===== src/rtl/uart_rx_engine.sv =====
// UART receiver: 2-flop synchronised rx, mid-bit sampling of 7/8-bit frames with optional parity.
// Holds one character with parity/framing/overrun flags until acknowledged by rd_ack.
module uart_rx_engine #(
    parameter int BIT_TIME = 10416,
    parameter int CW       = 14
) (
    input  logic       clk,
    input  logic       rst_n,
    input  logic       rx,
    input  logic       eight,
    input  logic       pen,
    input  logic       ohel,
    input  logic       rd_ack,
    output logic [7:0] rx_data,
    output logic       rxrdy,
    output logic       perr,
    output logic       ferr,
    output logic       ovf
);

    typedef enum logic [1:0] {
        S_IDLE,
        S_START,
        S_DATA,
        S_DONE
    } state_e;

    localparam logic [CW-1:0] HALF_LAST = CW'(BIT_TIME / 2 - 1);
    localparam logic [CW-1:0] BIT_LAST  = CW'(BIT_TIME - 1);

    state_e        state_q, state_d;
    logic [CW-1:0] baud_q, baud_d;
    logic [3:0]    bit_q, bit_d;
    logic [9:0]    shift_q, shift_d;
    logic          eight_q, eight_d;
    logic          pen_q, pen_d;
    logic          ohel_q, ohel_d;
    logic [7:0]    rx_data_q, rx_data_d;
    logic          rxrdy_q, rxrdy_d;
    logic          perr_q, perr_d;
    logic          ferr_q, ferr_d;
    logic          ovf_q, ovf_d;
    logic          rx_s1_q, rx_sync_q, rx_prev_q;

    logic [3:0]    n_bits;
    logic [3:0]    d_bits;
    logic [9:0]    frame;
    logic [7:0]    data_dec;
    logic          par_bit;
    logic          stop_bit;
    logic          exp_par;

    // Frame geometry comes from the configuration latched at the start edge.
    always_comb begin
        n_bits   = 4'd8 + {3'b000, eight_q} + {3'b000, pen_q};
        d_bits   = eight_q ? 4'd8 : 4'd7;
        frame    = shift_q >> (4'd10 - n_bits);
        data_dec = eight_q ? frame[7:0] : {1'b0, frame[6:0]};
        par_bit  = frame[d_bits];
        stop_bit = frame[n_bits - 4'd1];
        exp_par  = (^data_dec) ^ ohel_q;
    end

    always_comb begin
        state_d   = state_q;
        baud_d    = baud_q;
        bit_d     = bit_q;
        shift_d   = shift_q;
        eight_d   = eight_q;
        pen_d     = pen_q;
        ohel_d    = ohel_q;
        rx_data_d = rx_data_q;
        rxrdy_d   = rxrdy_q;
        perr_d    = perr_q;
        ferr_d    = ferr_q;
        ovf_d     = ovf_q;

        if (rd_ack && state_q != S_DONE) begin
            rxrdy_d = 1'b0;
            perr_d  = 1'b0;
            ferr_d  = 1'b0;
            ovf_d   = 1'b0;
        end

        case (state_q)
            S_IDLE: begin
                baud_d = '0;
                bit_d  = '0;
                if (rx_prev_q && !rx_sync_q) begin
                    state_d = S_START;
                    eight_d = eight;
                    pen_d   = pen;
                    ohel_d  = ohel;
                end
            end
            S_START: begin
                if (baud_q == HALF_LAST) begin
                    baud_d  = '0;
                    state_d = rx_sync_q ? S_IDLE : S_DATA;
                end else begin
                    baud_d = baud_q + CW'(1);
                end
            end
            S_DATA: begin
                if (baud_q == BIT_LAST) begin
                    baud_d  = '0;
                    shift_d = {rx_sync_q, shift_q[9:1]};
                    bit_d   = bit_q + 4'd1;
                    if (bit_q == n_bits - 4'd1) begin
                        state_d = S_DONE;
                    end
                end else begin
                    baud_d = baud_q + CW'(1);
                end
            end
            S_DONE: begin
                state_d   = S_IDLE;
                rx_data_d = data_dec;
                perr_d    = pen_q & (par_bit != exp_par);
                ferr_d    = ~stop_bit;
                rxrdy_d   = 1'b1;
                // A same-cycle ack consumes the old character, so no overrun.
                ovf_d     = ~rd_ack & (ovf_q | rxrdy_q);
            end
            default: state_d = S_IDLE;
        endcase
    end

    always_ff @(posedge clk or negedge rst_n) begin
        if (!rst_n) begin
            state_q   <= S_IDLE;
            baud_q    <= '0;
            bit_q     <= '0;
            shift_q   <= 10'h3FF;
            eight_q   <= 1'b0;
            pen_q     <= 1'b0;
            ohel_q    <= 1'b0;
            rx_data_q <= 8'h00;
            rxrdy_q   <= 1'b0;
            perr_q    <= 1'b0;
            ferr_q    <= 1'b0;
            ovf_q     <= 1'b0;
            rx_s1_q   <= 1'b1;
            rx_sync_q <= 1'b1;
            rx_prev_q <= 1'b1;
        end else begin
            state_q   <= state_d;
            baud_q    <= baud_d;
            bit_q     <= bit_d;
            shift_q   <= shift_d;
            eight_q   <= eight_d;
            pen_q     <= pen_d;
            ohel_q    <= ohel_d;
            rx_data_q <= rx_data_d;
            rxrdy_q   <= rxrdy_d;
            perr_q    <= perr_d;
            ferr_q    <= ferr_d;
            ovf_q     <= ovf_d;
            rx_s1_q   <= rx;
            rx_sync_q <= rx_s1_q;
            rx_prev_q <= rx_sync_q;
        end
    end

    assign rx_data = rx_data_q;
    assign rxrdy   = rxrdy_q;
    assign perr    = perr_q;
    assign ferr    = ferr_q;
    assign ovf     = ovf_q;

endmodule

===== config.mk =====
export PLATFORM = sky130hd
export DESIGN_NAME = uart_rx_engine
export DESIGN_NICKNAME = d
export VERILOG_FILES = /design/src/rtl/uart_rx_engine.sv
export SDC_FILE = /design/constraint.sdc
export NUM_CORES = 1
export LEC_CHECK = 0
export CAP_MARGIN = 20
export CORE_MARGIN = 2
export CORE_UTILIZATION = 25
export DETAILED_ROUTE_END_ITERATION = 16
export HOLD_SLACK_MARGIN = 0.06
export PLACE_DENSITY = 0.43
export SYNTH_ARGS = -nofsm -noshare
export SYNTH_HDL_FRONTEND = slang
export SYNTH_SLANG_ARGS = --single-unit

===== constraint.sdc =====
create_clock -name clk -period 3.95 [get_ports clk]
set_input_delay 0.395 -clock clk [delete_from_list [all_inputs] [get_ports clk]]
set_output_delay 0.395 -clock clk [all_outputs]
set_load 0.005 [all_outputs]

==> impl_metrics.py <==
metrics = {
    "sta": {
        "rsz0062_at_grt": "false",
        "skew_ns": 0.0104,
        "layout_min_cycle_time_ns": 2.95,
        "max_freq_mhz": 339,
        "fin_ws_ns": 1.00,
        "slew_headroom": 0.489,
        "finalSetupTns_ns": 0,
        "setup_viol": 0,
        "final-hold-violation-count": 0,
        "period_share": 0.746,
        "worst_slew_pin_slew_ns": 0.766,
        "hold_ws_ns": 0.361,
        "maxSlewViolCount": 0,
    },
    "synth": {
        "synthCells": 251,
        "synthArstFlopShare": 1.00,
        "syn_nets": 268,
        "ys_warn_count": 0,
        "synth.largest_area_cell": "dfrtp_1",
        "synth_area_leaders": "dfrtp_1 32%, dfstp_2 13%, mux2_2 7.5%, ha_1 4.6%, mux2i_1 3.7%",
        "synthTopCellsByCount": "35 x dfrtp_1, 18 x mux2_2, 16 x nand2_1, 16 x nor2_1, 13 x dfstp_2",
        "seq_area_frac_synth": 0.449,
        "ys_seq_elements": 48,
        "synth-edff-count": 0,
        "synthFlopType": "dfrtp_1",
        "avgSynthCellArea_um2": 10.8,
        "ys_types": 50,
        "synth_area_um2": 2710,
        "synth_most_common_cell": "dfrtp_1",
        "synth_top_area_share": 0.323,
    },
    "placed_design": {
        "postPlaceCellArea_um2": 3030,
        "pre_cts_slack_ns": 1.12,
        "place_inst": 401,
        "dp_hpwl_um": 4050,
        "routabilityCongestion": 0.755,
        "io_buffers": 18,
    },
    "floorplanning": {
        "io_pins": 19,
        "start_util": 0.254,
        "row_count": 38,
        "core-area_um2": 10700,
        "dieArea_um2": 11700,
        "fp.dieH_um": 108,
        "fp.dieW_um": 108,
    },
    "clocking": {
        "cts_tree": "built",
        "post-cts-setup-buffer-count": 0,
        "clkTransAtPathRegs_ns": 0.10,
        "ctsHoldBuffers": 1,
        "cts_root_buf": "clkbuf_8",
        "cts_sinks": 48,
        "htreeDepth": 2,
        "ctsResizeCount": 0,
        "insertion_delay_ns": 0.30,
        "cts_buffers": 5,
        "cts_buffer_depth": 2,
    },
    "worst_setup_path": {
        "end_kind": "register",
        "crit_path_start_kind": "register",
        "critPathMaxFanout": 21,
        "critPathRequiredTime_ns": 4.15,
        "cp.arrival_ns": 3.15,
        "crit_type": "reg2reg",
    },
    "run": {
        "maxCapViolations": 0,
    },
    "cells_and_area": {
        "drive_above_1_share": 0.185,
        "area_delta_synth_final_pct": 15.5,
        "final_nets": 286,
        "post-route-util": 0.293,
        "final_cell_area_um2": 3130,
        "diodes": 0,
        "final_cell_count_no_fill": 410,
    },
    "worst_hold_path": {
        "min_path_type": "reg2reg",
    },
    "status": {
        "outcome": "completed",
    },
    "pwr": {
        "leakage_nw": 1.32,
        "total_power_mw": 1.76,
        "p_per_area_nw_per_um2": 561,
        "ir_worst_vdd_mv": 0.210,
    },
    "global_routing": {
        "grt_pass1_vias": 2003,
        "grt_use_total": 0.106,
        "grtUsageMet3": 0.0217,
        "grt_pass1_wl_um": 9870,
        "grt-ovfl-total": 0,
        "met1_usage": 0.139,
        "grt_max_degree": 35,
        "grt_util_met2": 0.175,
        "top_usage_layer": "met2",
        "grt_antenna_before_repair": 0,
    },
    "drt": {
        "vias_per_cell": 4.61,
        "final_antenna_net_count": 0,
        "firstDrtPassIters": 4,
        "routedWlPerCell_um": 13.6,
        "drt_iter0_drc": 42,
        "drc_errors": 0,
        "vias": 1889,
        "wirelength_um": 5580,
    },
}
## worst max-delay path: stages (launching register included)
cell      delay (ns)
dfrtp_1         0.42
inv_1           0.11
ha_1            0.67
o21bai_1        0.17
a221oi_1        0.59
xor2_1          0.23
xnor2_1         0.15
xnor3_1         0.24
a32o_1          0.26
## cells by family (layout without fill, tap and decap cells)
family | Yosys count | count (layout) | share of synthesized area
AO/OA/AOI/OAI | 51 | 51 | 0.140
AND/OR/NAND/NOR | 79 | 79 | 0.167
flip-flops | 48 | 48 | 0.449
buffers and inverters | 21 | 40 | 0.0318
XOR/XNOR | 13 | 13 | 0.0470
multiplexers | 29 | 29 | 0.120
adder cells (fa/ha/maj) | 10 | 10 | 0.0461
## layer usage
metal	up-vias	wire length, um	share of wire
met4	0	93	0.017
li1	934	-	-
met1	925	2670	0.48
met5	-	0	0
met2	22	2680	0.48
met3	8	130	0.023
## path summary, 6_finish.rpt
kind                          from   endpoint  slack, ns  cells past startpoint
hold / removal             rx_s1_q  rx_sync_q       0.36                      0
max in group asynchronous    rst_n  rx_prev_q       2.62                      3
min in group asynchronous    rst_n   bit_q[3]       0.53                      2
hold reg to reg            rx_s1_q  rx_sync_q       0.36                      0
setup reg to reg           eight_q       perr       1.00                      8
setup / recovery           eight_q       perr       1.00                      8
## cell type report
type,count,area (um2)
fillers,1133,7560
multi-input cells,182,1410
flip-flops and latches,48,1220
repair buffers,20,193
well taps,140,175
clock buffers,7,86.3
inverters,12,45.0
clock inverters,1,7.51
## cells in the final DEF, fill, tap and decap left out, drive strengths merged, types with 3 or more instances in the layout
| cell type | count |
|---|---|
| dfrtp | 35 |
| mux2 | 18 |
| clkdlybuf4s50 | 17 |
| nand2 | 17 |
| nor2 | 16 |
| dfstp | 13 |
| o21ai | 13 |
| inv | 12 |
| nand3 | 11 |
| mux2i | 10 |
| ha | 10 |
| a21oi | 9 |
| xor2 | 7 |
| clkbuf | 7 |
| nand2b | 6 |
| nand3b | 5 |
| nor2b | 5 |
| xnor2 | 5 |
| a22o | 5 |
| nor3 | 4 |
| o21bai | 4 |
| and3 | 3 |
| o22ai | 3 |
| a21o | 3 |
## sequential cells by signal, indices dropped and copies added, names as in the netlist, 4 cells and up, named ones only
register  cells
baud_q       14
bit_q         4
rx_data       8
shift_q      10
## where the power goes
part	switching, mW	leakage, nW	total [mW]	internal, mW
Clock	0.170	0.0445	0.313	0.143
Combinational	0.453	0.671	0.824	0.371
Sequential	0.0550	0.605	0.619	0.564
Total	0.678	1.32	1.76	1.08
No activity file was read; power rests on OpenSTA's default activity.
